## src/rtl/cart_mem_pkg.sv

```systemverilog
`default_nettype none
// +--------------------------------------------------------------------+
// | cart_mem_pkg: shared types for the cartridge memory arbiter.       |
// | Rev 1.0                                                            |
// +--------------------------------------------------------------------+
package cart_mem_pkg;

  localparam int MEM_AW = 25;

  typedef enum logic [1:0] {
    IDLE  = 2'd0,
    ISSUE = 2'd1,
    WAIT  = 2'd2
  } arb_state_t;

  typedef enum logic [1:0] {
    GNT_ROM    = 2'd0,
    GNT_SRAM   = 2'd1,
    GNT_LOADER = 2'd2
  } arb_gnt_t;

endpackage
`default_nettype wire

```

## src/rtl/cart_mem_req_latch.sv

```systemverilog
`default_nettype none
// +--------------------------------------------------------------------+
// | cart_mem_req_latch: turns a level cart strobe into one pending     |
// | request with captured address/data/direction. Rev 1.0              |
// +--------------------------------------------------------------------+
module cart_mem_req_latch
  import cart_mem_pkg::*;
#(
  parameter logic [MEM_AW-1:0] ADDR_OFFSET = '0
) (
  input  logic              clk,
  input  logic              reset,
  input  logic              rden,
  input  logic              wren,
  input  logic [MEM_AW-1:0] addr,
  input  logic [7:0]        data,
  input  logic              clr,
  input  logic              busy,
  output logic              pend,
  output logic [MEM_AW-1:0] req_addr,
  output logic [7:0]        req_data,
  output logic              req_we
);

  logic              strobe;
  logic              capture;
  logic              strobe_prev_q, strobe_prev_d;
  logic              pend_q, pend_d;
  logic              we_q, we_d;
  logic [MEM_AW-1:0] addr_q, addr_d;
  logic [7:0]        data_q, data_d;

  assign strobe  = rden | wren;
  // Edges arriving while this channel is queued or in flight are dropped.
  assign capture = strobe & ~strobe_prev_q & ~pend_q & ~busy;

  always_comb begin
    strobe_prev_d = strobe;
    pend_d        = pend_q;
    addr_d        = addr_q;
    data_d        = data_q;
    we_d          = we_q;
    if (capture) begin
      pend_d = 1'b1;
      addr_d = addr + ADDR_OFFSET;
      data_d = data;
      we_d   = wren;
    end else if (clr) begin
      pend_d = 1'b0;
    end
  end

  always_ff @(posedge clk or posedge reset) begin
    if (reset) begin
      strobe_prev_q <= 1'b0;
      pend_q        <= 1'b0;
      addr_q        <= '0;
      data_q        <= '0;
      we_q          <= 1'b0;
    end else begin
      strobe_prev_q <= strobe_prev_d;
      pend_q        <= pend_d;
      addr_q        <= addr_d;
      data_q        <= data_d;
      we_q          <= we_d;
    end
  end

  assign pend     = pend_q;
  assign req_addr = addr_q;
  assign req_data = data_q;
  assign req_we   = we_q;

endmodule
`default_nettype wire

```

## src/rtl/cart_mem_arbiter.sv

```systemverilog
`default_nettype none
// +--------------------------------------------------------------------+
// | cart_mem_arbiter: fixed-priority sharing of one memory port among  |
// | two cart channels and the loader. Rev 1.0                          |
// +--------------------------------------------------------------------+
module cart_mem_arbiter
  import cart_mem_pkg::*;
#(
  parameter logic [MEM_AW-1:0] SRAM_BASE = 25'h1F0_0000,
  parameter bit                WAIT_EN   = 1'b1
) (
  input  logic              clk,
  input  logic              reset,
  input  logic [MEM_AW-1:0] cart_addr [2],
  input  logic [7:0]        cart_data [2],
  input  logic [1:0]        cart_rden,
  input  logic [1:0]        cart_wren,
  output logic [7:0]        cart_q [2],
  output logic              cart_wait,
  input  logic [MEM_AW-1:0] ld_addr,
  input  logic [7:0]        ld_data,
  input  logic              ld_we,
  input  logic              ld_valid,
  output logic              ld_ready,
  output logic [7:0]        ld_q,
  output logic              ld_qvalid,
  output logic [MEM_AW-1:0] mem_addr,
  output logic [7:0]        mem_din,
  output logic              mem_we,
  output logic              mem_req,
  input  logic              mem_ready,
  input  logic              mem_rvalid,
  input  logic [7:0]        mem_q
);

  logic [1:0]        pend;
  logic [1:0]        busy;
  logic [1:0]        clr;
  logic [MEM_AW-1:0] req_addr [2];
  logic [7:0]        req_data [2];
  logic [1:0]        req_we;

  arb_state_t        state_q, state_d;
  arb_gnt_t          gnt_q, gnt_d;
  logic              mem_req_q, mem_req_d;
  logic              mem_we_q, mem_we_d;
  logic [MEM_AW-1:0] mem_addr_q, mem_addr_d;
  logic [7:0]        mem_din_q, mem_din_d;
  logic [7:0]        cart_q_q [2];
  logic [7:0]        cart_q_d [2];
  logic [7:0]        ld_q_q, ld_q_d;
  logic              ld_qvalid_q, ld_qvalid_d;

  assign busy[0] = (state_q != IDLE) && (gnt_q == GNT_ROM);
  assign busy[1] = (state_q != IDLE) && (gnt_q == GNT_SRAM);

  generate
    for (genvar c = 0; c < 2; c++) begin : g_chan
      cart_mem_req_latch #(
        .ADDR_OFFSET((c == 1) ? SRAM_BASE : {MEM_AW{1'b0}})
      ) u_latch (
        .clk      (clk),
        .reset    (reset),
        .rden     (cart_rden[c]),
        .wren     (cart_wren[c]),
        .addr     (cart_addr[c]),
        .data     (cart_data[c]),
        .clr      (clr[c]),
        .busy     (busy[c]),
        .pend     (pend[c]),
        .req_addr (req_addr[c]),
        .req_data (req_data[c]),
        .req_we   (req_we[c])
      );
    end
  endgenerate

  assign ld_ready = (state_q == IDLE) && (pend == 2'b00);

  always_comb begin
    state_d     = state_q;
    gnt_d       = gnt_q;
    mem_req_d   = mem_req_q;
    mem_we_d    = mem_we_q;
    mem_addr_d  = mem_addr_q;
    mem_din_d   = mem_din_q;
    cart_q_d    = cart_q_q;
    ld_q_d      = ld_q_q;
    ld_qvalid_d = 1'b0;
    clr         = 2'b00;
    case (state_q)
      IDLE: begin
        if (pend[0]) begin
          gnt_d      = GNT_ROM;
          clr[0]     = 1'b1;
          mem_addr_d = req_addr[0];
          mem_din_d  = req_data[0];
          mem_we_d   = req_we[0];
          mem_req_d  = 1'b1;
          state_d    = ISSUE;
        end else if (pend[1]) begin
          gnt_d      = GNT_SRAM;
          clr[1]     = 1'b1;
          mem_addr_d = req_addr[1];
          mem_din_d  = req_data[1];
          mem_we_d   = req_we[1];
          mem_req_d  = 1'b1;
          state_d    = ISSUE;
        end else if (ld_valid && ld_ready) begin
          gnt_d      = GNT_LOADER;
          mem_addr_d = ld_addr;
          mem_din_d  = ld_data;
          mem_we_d   = ld_we;
          mem_req_d  = 1'b1;
          state_d    = ISSUE;
        end
      end
      ISSUE: begin
        if (mem_ready) begin
          mem_req_d = 1'b0;
          state_d   = mem_we_q ? IDLE : WAIT;
        end
      end
      WAIT: begin
        if (mem_rvalid) begin
          state_d = IDLE;
          if (gnt_q == GNT_LOADER) begin
            ld_q_d      = mem_q;
            ld_qvalid_d = 1'b1;
          end else begin
            cart_q_d[gnt_q[0]] = mem_q;
          end
        end
      end
      default: state_d = IDLE;
    endcase
  end

  always_ff @(posedge clk or posedge reset) begin
    if (reset) begin
      state_q     <= IDLE;
      gnt_q       <= GNT_ROM;
      mem_req_q   <= 1'b0;
      mem_we_q    <= 1'b0;
      mem_addr_q  <= '0;
      mem_din_q   <= '0;
      cart_q_q[0] <= 8'hFF;
      cart_q_q[1] <= 8'hFF;
      ld_q_q      <= 8'h00;
      ld_qvalid_q <= 1'b0;
    end else begin
      state_q     <= state_d;
      gnt_q       <= gnt_d;
      mem_req_q   <= mem_req_d;
      mem_we_q    <= mem_we_d;
      mem_addr_q  <= mem_addr_d;
      mem_din_q   <= mem_din_d;
      cart_q_q[0] <= cart_q_d[0];
      cart_q_q[1] <= cart_q_d[1];
      ld_q_q      <= ld_q_d;
      ld_qvalid_q <= ld_qvalid_d;
    end
  end

  assign cart_wait = WAIT_EN & ((|pend) | ((state_q != IDLE) && (gnt_q != GNT_LOADER)));
  assign cart_q[0] = cart_q_q[0];
  assign cart_q[1] = cart_q_q[1];
  assign ld_q      = ld_q_q;
  assign ld_qvalid = ld_qvalid_q;
  assign mem_addr  = mem_addr_q;
  assign mem_din   = mem_din_q;
  assign mem_we    = mem_we_q;
  assign mem_req   = mem_req_q;

endmodule
`default_nettype wire
```

## config.mk

```make
export PLATFORM = sky130hd
export DESIGN_NAME = cart_mem_arbiter
export DESIGN_NICKNAME = d
export VERILOG_FILES = /design/src/rtl/cart_mem_pkg.sv /design/src/rtl/cart_mem_req_latch.sv /design/src/rtl/cart_mem_arbiter.sv
export SDC_FILE = /design/constraint.sdc
export NUM_CORES = 1
export LEC_CHECK = 0
export BUFFER_PORTS_ARGS = -buffer_cell sky130_fd_sc_hd__clkbuf_2
export CAP_MARGIN = 25
export CORE_MARGIN = 8
export CORE_UTILIZATION = 52
export CTS_CLUSTER_DIAMETER = 50
export DETAILED_ROUTE_END_ITERATION = 6
export GPL_ROUTABILITY_DRIVEN = 0
export GPL_TIMING_DRIVEN = 0
export PLACE_DENSITY = 0.88
export SLEW_MARGIN = 30
export SYNTH_ARGS = -nofsm -noshare
export SYNTH_HDL_FRONTEND = slang
export SYNTH_HIERARCHICAL = 1
export SYNTH_SLANG_ARGS = --single-unit
export TNS_END_PERCENT = 30
```

## constraint.sdc

```tcl
create_clock -name clk -period 2.6 [get_ports clk]
set_input_delay 0.13 -clock clk [delete_from_list [all_inputs] [get_ports clk]]
set_output_delay 0.13 -clock clk [all_outputs]
set_load 0.01 [all_outputs]
```

* Word level (Yosys, flattened, before mapping)
Cells that the tools add are included.
** Word-level totals
- Bits in registers :: 136
- Output and inout port bits :: 62
** Cells by class
- $add $sub $neg :: 1
- $lt $le $gt $ge :: 2
- Equality and inequality tests :: 8
- Muxes and demuxes :: 38
- Bitwise logic cells :: 17
- Reductions and logical operators :: 20
** Operators by type and width (number)
- 25-bit 2-to-1 mux :: 3
- 8-bit 2-to-1 mux :: 4
- 25-bit adder (second input constant) :: 1
- 2-bit 2-to-1 mux :: 10
- 1-bit 2-to-1 mux :: 17
- 16-bit bitwise mux :: 1
- 3-bit AND reduction :: 4
- 8-bit demux with 1-bit select :: 1
- 2-bit nonzero test :: 4
- 1-bit inverter :: 7
- 1-bit AND :: 6
- 1-bit logical AND :: 6
- 2-bit logical NOT :: 3
- 2-bit inequality test (second input constant) :: 3
- 2-bit one-hot mux with 3 select lines :: 1
- 2-bit by 1-bit == test with 1-bit output (second input constant) :: 2
- 2-bit == test (second input constant) :: 2
- 4-bit by 1-bit inequality test with 1-bit output (second input constant) :: 1
- 1-bit bitwise OR :: 3
- 3-bit nonzero test :: 1
- 2-bit >= comparator (second input constant) :: 1
- 2-bit by 1-bit < comparator with 1-bit output (second input constant) :: 1
- 1-bit inverter with 2-bit output :: 1
- 1-bit one-hot mux with 2 select lines :: 1
- 2 further kinds :: 2

* Longest topological paths before layout
Gate-level depths: netlist (run 1).
- Depth in word-level cells :: 7
- Mapped depth :: 6
- Depth with buffers taken out :: 5

* Cells and area by module
Netlist (run 1), hierarchy kept.
** Modules (own cells, without submodules)
- cart_mem_arbiter :: times used 1, cells each 273, area an instance 3309.4 um2, seq. area each 1621.6 um2
- cart_mem_req_latch at g_chan[0].u_latch :: times used 1, cells each 79, area an instance 1472.7 um2, seq. area each 900.9 um2
- cart_mem_req_latch at g_chan[1].u_latch :: times used 1, cells each 88, area an instance 1453.9 um2, seq. area each 900.9 um2

* Worst setup path after synthesis (run 1)
OpenSTA, ideal clock, no wires.
- Kind :: register -> register
- Start :: register state_q[0]
- End :: register g_chan[1].u_latch.addr_q[0]
- Data arrival time :: 1.759 ns
- Setup slack :: 0.717 ns
- Stages on the path, launching flop included :: 6
- Buffers on the path :: 1
- Path through :: dfrtp_1 > nor2_1 > nor3b_1 > nor4_4 > buf_6 > mux2_2
** On the way
- Word-level cells in the longest chain between the ends :: 4
** Ends and longest elaborated chain
- from (decl) :: RTL line cart_mem_arbiter.sv:43 : arb_state_t state_q, state_d;
- from (signal assigned) :: RTL line cart_mem_arbiter.sv:152 : state_q <= state_d;
- 2-bit nonzero test :: RTL line cart_mem_arbiter.sv:55 : assign busy[1] = (state_q != IDLE) && (gnt_q == GNT_SRAM);
- 1-bit logical AND :: RTL line cart_mem_arbiter.sv:55
- via busy[1] :: RTL line cart_mem_arbiter.sv:37 : logic [1:0] busy;
- 1-bit inverter :: RTL line cart_mem_req_latch.sv:35 : assign capture = strobe & ~strobe_prev_q & ~pend_q & ~busy;
- 1-bit AND :: RTL line cart_mem_req_latch.sv:35
- to (signal assigned) :: RTL line cart_mem_req_latch.sv:63 : addr_q <= addr_d;
- to (decl) :: RTL line cart_mem_req_latch.sv:30 : logic [MEM_AW-1:0] addr_q, addr_d;
The timed path passes the listed nets, and every way through them passes these cells.
A chain may end at the register's enable or synchronous reset.

* Worst setup path after layout (run 1)
- Start :: register state_q[0]
- End :: register g_chan[1].u_latch.addr_q[13]
Same word-level chain as after synthesis.

==> results of run 1 <==
## power breakdown
part           internal [mW]  switching [mW]
clock network           1.42           0.861
registers               3.24           0.698
logic                   2.18            1.94
total                   6.84            3.50
## registers in the layout (all words and copies together), names as in the netlist
register	flops
g_chan.u_latch/req_addr	50
mem_addr	25
cart_q	16
g_chan.u_latch/req_data	16
ld_q	8
mem_din	8
g_chan.u_latch/pend	2
g_chan.u_latch/req_we	2
g_chan.u_latch/strobe_prev_q	2
gnt_q	2
state_q	2
ld_qvalid	1
mem_req	1
mem_we	1
## placed cells by master, fill, tap and decap left out, drive strengths merged, types with 9 or more instances in the layout
cell / count
buf: 23
o21ai: 71
mux2: 125
dfrtp: 120
dlygate4sd3: 77
mux2i: 35
clkbuf: 205
inv: 11
dfstp: 16
clkinv: 9
## layer usage
layer	track usage	share of wire	vias to the layer above
li1	-	-	2125
met1	0.265	0.37	2396
met2	0.432	0.54	205
met3	0.0909	0.076	29
met4	0.0874	0.018	0
met5	0	0	-
## logic make-up after synthesis
family | count (synthesis) | share of synthesized area
muxes | 160 | 0.304
DFF | 136 | 0.549
AOI/OAI and AO/OA | 75 | 0.0620
buffers and inverters | 37 | 0.0411
and+or+nand+nor | 28 | 0.0375
xor gates and xnor gates | 3 | 0.00421
adders and majority gates | 1 | 0.00201
## worst min-delay path by stage
stage	startpoint	endpoint	slack [ns]	cells past startpoint
2_1_floorplan	mem_rvalid	state_q[1]$_DFFE_PP0P_	0.23	1
3_3_place_gp	mem_ready	state_q[0]$_DFFE_PP0P_	0.34	2
3_5_place_dp	reset	mem_din[3]$_DFFE_PP0P_	0.17	2
4_1_cts	ld_valid	gnt_q[1]$_DFFE_PP0P_	0.02	3
5_1_grt	cart_addr[20]	g_chan[1].u_latch/req_addr[20]$_DFFE_PP0P_	0.05	3
6_report	ld_valid	gnt_q[1]$_DFFE_PP0P_	0.04	3
## what timing repair did
action,4_1_cts,5_1_grt
resized for setup,0,0
hold buffers,77,0
endpoints found under the hold margin,148,0
## metrics by stage
step	hold slack [ns]	utilization	setup WS, ns	area (um^2)	cells
2_1_floorplan	0.228	-	0.717	6240	440
3_3_place_gp	0.341	0.616	0.195	7310	765
3_5_place_dp	0.165	0.623	0.204	7390	768
4_1_cts	0.0227	0.735	0.205	8710	877
5_1_grt	0.0464	0.735	0.0655	8710	877
6_report	0.0395	0.735	0.243	8710	877
## worst max-delay path, delay by kind of cell, from the launching register on
family / cells / cell delay [ns]
AND/OR/NAND/NOR: 3 / 1.17
flip-flops: 1 / 0.46
multiplexers: 1 / 0.35
buffers and inverters: 1 / 0.27
## final cells by class
class / instances / area share
Inverter: 11 / 0.00503
Clock inverter: 11 / 0.0121
Buffer: 26 / 0.0247
Clock buffer: 21 / 0.0517
Tap cell: 147 / 0.0211
Multi-Input combinational cell: 267 / 0.293
Sequential cell: 136 / 0.393
Timing Repair Buffer: 258 / 0.199
==> flow_summary.json, run 1 <==
{
  "power_density_nw_per_um2": 1190,
  "skew_ns": 0.00886,
  "io_pins": 179,
  "core_um2": 11900,
  "crit_arrival_ns": 2.65,
  "grt_pass1_vias": 5570,
  "end_kind": "register",
  "max_cap_viol_count": 0,
  "fp.dieW_um": 126,
  "slew_viol_final": 0,
  "rr_worst_depth": 5,
  "synth_top_area_cell": "dfrtp_1",
  "fin_crit_ns": 2.36,
  "antenna_found_initial": 0,
  "wl_per_cell_um": 21.2,
  "cp_cell_sequence": "nor2_1 -> nor3b_1 -> nor4_4 -> buf_6 -> mux2_2",
  "cts.reportedPaths.clkPinSlew_ns": 0.06,
  "period_share": 0.906,
  "rows": 40,
  "area_delta_synth_final_pct": 39.7,
  "ys_types": 34,
  "grt_pass1_wl_um": 29900,
  "synth-main-ff-cell": "dfrtp_1",
  "netlist_instances": 440,
  "ys_top_cells_by_count": "dfrtp_1, mux2_2, o21ai_0, mux2_4, mux2i_1",
  "synthArstFlopShare": 1.00,
  "hold_violations": 0,
  "syn-num-nets": 558,
  "num_vias": 4755,
  "yosysMostFrequentCell": "dfrtp_1",
  "power_mw": 10.3,
  "slowest_delay_ns": 0.69,
  "vias_per_cell": 5.42,
  "critPathRequiredTime_ns": 2.90,
  "yosys_warnings": 6,
  "cts_buffers": 17,
  "nets": 835,
  "slowest_stage": "nor4_4",
  "antenna_left": 0,
  "synth.avg_cell_area_um2": 14.2,
  "r2r_setup_slack_ns": 0.24,
  "clk_latency_ns": 0.42,
  "tritoncts": "built",
  "setup_viol": 0,
  "cts_root_buffer": "clkbuf_16",
  "ys_seq_area_frac": 0.549,
  "leakagePower_nw": 4.26,
  "seq_area_um2": 3420,
  "crit_type": "reg -> reg",
  "fillers": 776,
  "peakVddDrop_v": 0.000699,
  "r2r_start": "state_q[0]$_DFFE_PP0P_",
  "post_cts_buffers": 0,
  "grt_overflow": 0,
  "layout-drive-gt1-share": 0.530,
  "regToRegEndpoint": "g_chan[1].u_latch/req_addr[13]$_DFFE_PP0P_",
  "yosys.area.top_type_share": 0.482,
  "dieArea_um2": 15800,
  "hpwl_um": 12400,
  "grt_setup_unrepaired": "no",
  "yosys-top-cells-area": "dfrtp_1, mux2_2, mux2_4",
  "worst_pin_slew_ns": 0.792,
  "synth_edf_count": 0,
  "port_buffers": 178,
  "critPathLaunchType": "register",
  "cts.sinks": 136,
  "grt_max_degree": 41,
  "multiInputGateArea_um2": 2560,
  "cp_max_fo": 10,
  "cts_max_level": 4,
  "hold_class": "in -> reg",
  "crit_start": "state_q[0]$_DFFE_PP0P_",
  "fmax_mhz": 424,
  "synth-seq-cells": 136,
  "start_util": 0.526,
  "tns_ns": 0,
  "drc_errors": 0,
  "antenna_cells": 0,
  "die_height_um": 126,
  "detail_route.iter0.violations": 251,
  "drt-pass1-iter-count": 4,
  "outcome": "finished clean",
  "clockBufferDepth": 2,
  "synth_area_um2": 6240,
  "postRouteWirelength_um": 18600,
  "slew-limit-headroom": 0.468,
  "gr-usage-all-layers": 0.245,
  "crit_end": "g_chan[1].u_latch/req_addr[13]$_DFFE_PP0P_"
}
Note: power is estimated with default switching activity, not from simulation.
==> run 2: changes to the inputs <==
Settings changed: REMOVE_ABC_BUFFERS set to 1.
==> run 2 against run 1 <==
  * Sequential power is 1% higher
  * Sequential share of layout area up 0.15 points
  * Highest routed layer unchanged
  * Combinational power decreased by 4%
  * Via count shrank 1.4%
  * Largest power group is now registers
  * Fmax fell by 4.3%
  * Global-route usage down 0.93 points
  * Setup slack got worse by 0.11 ns
  * Largest cell class unchanged
==> flow_summary.json, run 2 (synthesis results as in run 1) <==
{
  "crit_type": "reg -> reg",
  "final_common_cell": "clkbuf_2",
  "cts_root_buffer": "clkbuf_16",
  "grt_pass1_vias": 5486,
  "instances_no_fill": 858,
  "cts_max_level": 4,
  "hpwl_um": 11300,
  "worst_pin_slew_ns": 0.790,
  "holdPathStages": 3,
  "antenna_cells": 0,
  "cts_buffers": 17,
  "final_core_util": 0.733,
  "gr-usage-all-layers": 0.236,
  "slew_viol_final": 0,
  "hold_class": "in -> reg",
  "outcome": "finished clean",
  "slowest_delay_ns": 0.64,
  "num_vias": 4690,
  "antenna_found_initial": 0,
  "leakagePower_nw": 4.21,
  "die_height_um": 126,
  "area_delta_synth_final_pct": 39.4,
  "fin_crit_ns": 2.46,
  "rows": 40,
  "setup_viol": 0,
  "antenna_left": 0,
  "end_kind": "register",
  "grt_max_degree": 38,
  "grt_pass1_wl_um": 29000,
  "port_buffers": 178,
  "critPathRequiredTime_ns": 2.87,
  "grt_overflow": 0,
  "max_cap_viol_count": 0,
  "drt-pass1-iter-count": 4,
  "period_share": 0.947,
  "fp.dieW_um": 126,
  "slew-limit-headroom": 0.473,
  "cp_max_fo": 37,
  "wl_per_cell_um": 21.2,
  "fmax_mhz": 406,
  "start_util": 0.526,
  "fin_area_um2": 8690,
  "slowest_stage": "nor3_4",
  "peakVddDrop_v": 0.000602,
  "crit_arrival_ns": 2.73,
  "cts.reportedPaths.clkPinSlew_ns": 0.06,
  "skew_ns": 0.00811,
  "power_density_nw_per_um2": 1220,
  "fillers": 737,
  "postRouteWirelength_um": 18200,
  "largest_register_ffs": 50,
  "final_cell_mix": "clkbuf_2, dfrtp_1, mux2_2",
  "cp_cell_sequence": "buf_16 -> nor3_4 -> nand2b_4 -> o21ai_0",
  "clockBufferDepth": 2,
  "io_pins": 179,
  "layout-drive-gt1-share": 0.534,
  "tritoncts": "built",
  "core_um2": 11900,
  "placed_area_um2": 7270,
  "grt_setup_unrepaired": "no",
  "drc_errors": 0,
  "rr_worst_depth": 4,
  "vias_per_cell": 5.47,
  "clk_latency_ns": 0.42,
  "detail_route.iter0.violations": 268,
  "critPathLaunchType": "register",
  "power_mw": 10.6,
  "place_inst": 749,
  "cts.sinks": 136,
  "hold_violations": 0,
  "dieArea_um2": 15800,
  "nets": 816
}
## run 2: changes by cell type in the layout (fill, tap and decap cells not counted), sizes merged
cell and change:
clkinvlp +4, clkbuf -6, bufinv +2, buf -13, clkinv -6
## run 2: repair_timing
item                                   CTS  global route
setup buffers                            0             0
setup endpoints to repair               37             0
resized for setup                        1             0
endpoints found under the hold margin  137             0
hold buffers                            77             0
## run 2: critical path: cells and delay by family (launching register included)
family	cells	cell delay (ns)
flip-flops	1	0.61
AND/OR/NAND/NOR	2	1.18
AO/OA/AOI/OAI	1	0.22
buffers and inverters	1	0.27
## run 2: layer usage
layer | vias up | global-route usage | share of wire
met4 | 0 | 0.112 | 0.025
met1 | 2375 | 0.256 | 0.40
met5 | - | 0 | 0
li1 | 2080 | - | -
met2 | 185 | 0.414 | 0.52
met3 | 50 | 0.0697 | 0.058
## run 2: layout make-up
class	instances	area [um^2]	share of cell area
Clock buffer	21	480	0.0553
Inverter	11	43.8	0.00504
Clock inverter	11	169	0.0194
Tap cell	147	184	0.0212
Timing Repair Buffer	265	1830	0.210
Sequential cell	136	3430	0.394
Multi-Input combinational cell	267	2560	0.295
## run 2: worst paths after layout
path                                                            start                                    endpoint  slack [ns]
hold reg to reg            g_chan[1].u_latch/req_addr[19]$_DFFE_PP0P_  g_chan[1].u_latch/req_addr[19]$_DFFE_PP0P_        0.50
hold / removal                                          cart_addr[20]  g_chan[1].u_latch/req_addr[20]$_DFFE_PP0P_        0.06
min in group asynchronous                                       reset   g_chan[0].u_latch/req_addr[4]$_DFFE_PP0P_        0.29
setup / recovery                   g_chan[1].u_latch/pend$_DFFE_PP0P_                     mem_addr[0]$_DFFE_PP0P_        0.14
max in group asynchronous                                       reset                      cart_q[10]$_DFFE_PP1P_        1.68
setup reg to reg                   g_chan[1].u_latch/pend$_DFFE_PP0P_                     mem_addr[0]$_DFFE_PP0P_        0.14
## run 2: through the flow
step	TNS (ns)	worst slack, ns	hold slack (ns)
after global placement	-130.99	-1.76	0.359
final	0	0.138	0.0643
after floorplan	-17.07	-0.321	0.228
after detailed placement	-1.60	-0.0770	0.178
after global routing	0	0.0466	0.0680
after CTS	0	0.124	0.0420
## run 2: power breakdown
| group | switching [mW] | internal (mW) | leakage (nW) |
|---|---|---|---|
| Sequential | 0.740 | 3.24 | 1.62 |
| Clock | 0.912 | 1.70 | 0.307 |
| Combinational | 1.88 | 2.09 | 2.28 |
| Total | 3.53 | 7.04 | 4.21 |
==> run 3: changes to the inputs <==
Settings changed: MAX_ROUTING_LAYER set to met4.
==> run 3 against run 2 <==
  * Non-clock buffer count stayed put
  * First-iteration DRC count is 12% higher
  * Core utilization stayed put
  * Sequential cell count stayed put
  * Count of clock-buffer cells in the layout stayed put
  * Register-to-register slack hardly changed
  * Sequential power hardly changed
  * Final cell count stayed put
  * Sequential share of layout area stayed put
  * Critical path type unchanged
  * Largest cell class unchanged
  * Highest routed layer unchanged
==> flow_summary.json, run 3 (synthesis results as in run 1) <==
{
  "seq_area_um2": 3430,
  "critPathLaunchType": "register",
  "worst_pin_slew_ns": 0.771,
  "area_delta_synth_final_pct": 39.4,
  "use_met2": 0.415,
  "hpwl_um": 11300,
  "cts.reportedPaths.clkPinSlew_ns": 0.06,
  "met3_usage": 0.0574,
  "hold_end": "g_chan[1].u_latch/req_addr[20]$_DFFE_PP0P_",
  "peakVddDrop_v": 0.000605,
  "pre_cts_slack_ns": -0.0770,
  "dieArea_um2": 15800,
  "cts.sinks": 136,
  "regToRegEndpoint": "mem_addr[0]$_DFFE_PP0P_",
  "final_cell_mix": "clkbuf_2, dfrtp_1, mux2_2",
  "holdPathStages": 3,
  "slew-limit-headroom": 0.484,
  "cts_root_buffer": "clkbuf_16",
  "critPathRequiredTime_ns": 2.87,
  "crit_start": "g_chan[1].u_latch/pend$_DFFE_PP0P_",
  "multiInputGateArea_um2": 2560,
  "use_met1": 0.263,
  "gr-usage-all-layers": 0.243,
  "r2r_start": "g_chan[1].u_latch/pend$_DFFE_PP0P_",
  "slowest_stage": "nor3_4",
  "worst-path-buf-inv": 1,
  "busiest_layer": "met2",
  "final_common_cell": "clkbuf_2",
  "rows": 40,
  "hold_violations": 0,
  "period_share": 0.947,
  "vias_per_cell": 5.47,
  "cp_max_fo": 37,
  "cp_top_family": "simple AND/OR/NAND/NOR gates",
  "drt-pass1-iter-count": 4,
  "die_height_um": 126,
  "antenna_found_initial": 0,
  "post_cts_buffers": 0,
  "grt_pass1_vias": 5489,
  "fp.dieW_um": 126,
  "fillers": 737,
  "grt_setup_unrepaired": "no",
  "grt_pass1_wl_um": 28900,
  "power_mw": 10.6,
  "core_um2": 11900,
  "antenna_cells": 0,
  "leakagePower_nw": 4.21,
  "crit_arrival_ns": 2.73,
  "fmax_mhz": 406,
  "rr_worst_depth": 4,
  "clockBufferDepth": 2,
  "cts_buffers": 17,
  "detail_route.iter0.violations": 301,
  "outcome": "finished clean",
  "largest_register_ffs": 50,
  "start_util": 0.526,
  "max_cap_viol_count": 0,
  "layout-drive-gt1-share": 0.534,
  "hold_class": "in -> reg",
  "slowest_delay_ns": 0.65,
  "grt_overflow": 0,
  "crit_type": "reg -> reg",
  "nets": 816,
  "antenna_left": 0,
  "port_buffers": 178,
  "clk_latency_ns": 0.42,
  "io_pins": 179,
  "setup_viol": 0,
  "end_kind": "register",
  "wl_per_cell_um": 21.2,
  "num_vias": 4693,
  "slew_viol_final": 0,
  "grt_max_degree": 38,
  "r2r_setup_slack_ns": 0.14,
  "drc_errors": 0,
  "postRouteWirelength_um": 18200,
  "cp_cell_sequence": "buf_16 -> nor3_4 -> nand2b_4 -> o21ai_0",
  "whs_ns": 0.0589,
  "skew_ns": 0.00704,
  "cts_max_level": 4,
  "worst_slack_ns": 0.139,
  "hp-start": "cart_addr[20]",
  "fin_crit_ns": 2.46,
  "power_density_nw_per_um2": 1210,
  "tritoncts": "built"
}
-- run 3: cell counts in the layout (fill, tap and decap cells not counted) --
Identical to the previous run, type by type.
-- run 3: area by class of cell --
| cell class | instances | area share |
|---|---|---|
| inverter | 11 | 0.00504 |
| sequential | 136 | 0.394 |
| tap | 147 | 0.0212 |
| multi-input combinational | 267 | 0.295 |
| timing repair buffer | 265 | 0.210 |
| clock buffer | 21 | 0.0553 |
| clock inverter | 11 | 0.0194 |
-- run 3: metal layers --
| layer | vias up | routed length, um |
|---|---|---|
| met5 | - | 0 |
| met4 | 0 | 448 |
| met3 | 42 | 842 |
| met2 | 174 | 9470 |
| met1 | 2394 | 7430 |
| li1 | 2083 | - |
-- run 3: report_power, final --
part	switching [mW]	internal [mW]	leakage (nW)
Clock	0.918	1.70	0.307
Sequential	0.738	3.24	1.62
Combinational	1.87	2.09	2.28
-- run 3: through the flow --
step	TNS, ns	utilization	area (um^2)	cells
6_report	0	0.733	8690	858
5_1_grt	0	0.733	8690	858
3_3_place_gp	-130.99	0.598	7100	739
4_1_cts	0	0.733	8690	858
2_1_floorplan	-17.07	-	6020	414
3_5_place_dp	-1.60	0.613	7270	749
-- run 3: worst register-to-register path, stage by stage (launching register included) --
cell      delay [ns]
dfrtp_2         0.61
buf_16          0.27
nor3_4          0.65
nand2b_4        0.55
o21ai_0         0.24
-- run 3: how the worst max path moves through the flow --
stage	endpoint	slack, ns	cells after the start
detailed placement	mem_addr[22]$_DFFE_PP0P_	-0.08	4
CTS	mem_din[4]$_DFFE_PP0P_	0.12	4
finish	mem_addr[0]$_DFFE_PP0P_	0.14	4
floorplan	g_chan[1].u_latch/req_addr[0]$_DFFE_PP0P_	-0.32	2
global placement	state_q[0]$_DFFE_PP0P_	-1.76	3
global route	mem_din[4]$_DFFE_PP0P_	0.05	4
-- run 3: repair_timing --
item / CTS / global route
hold buffers: 77 / 0
setup endpoints to repair: 37 / 0
hold endpoints to repair: 137 / 0
gates resized for setup: 1 / 0
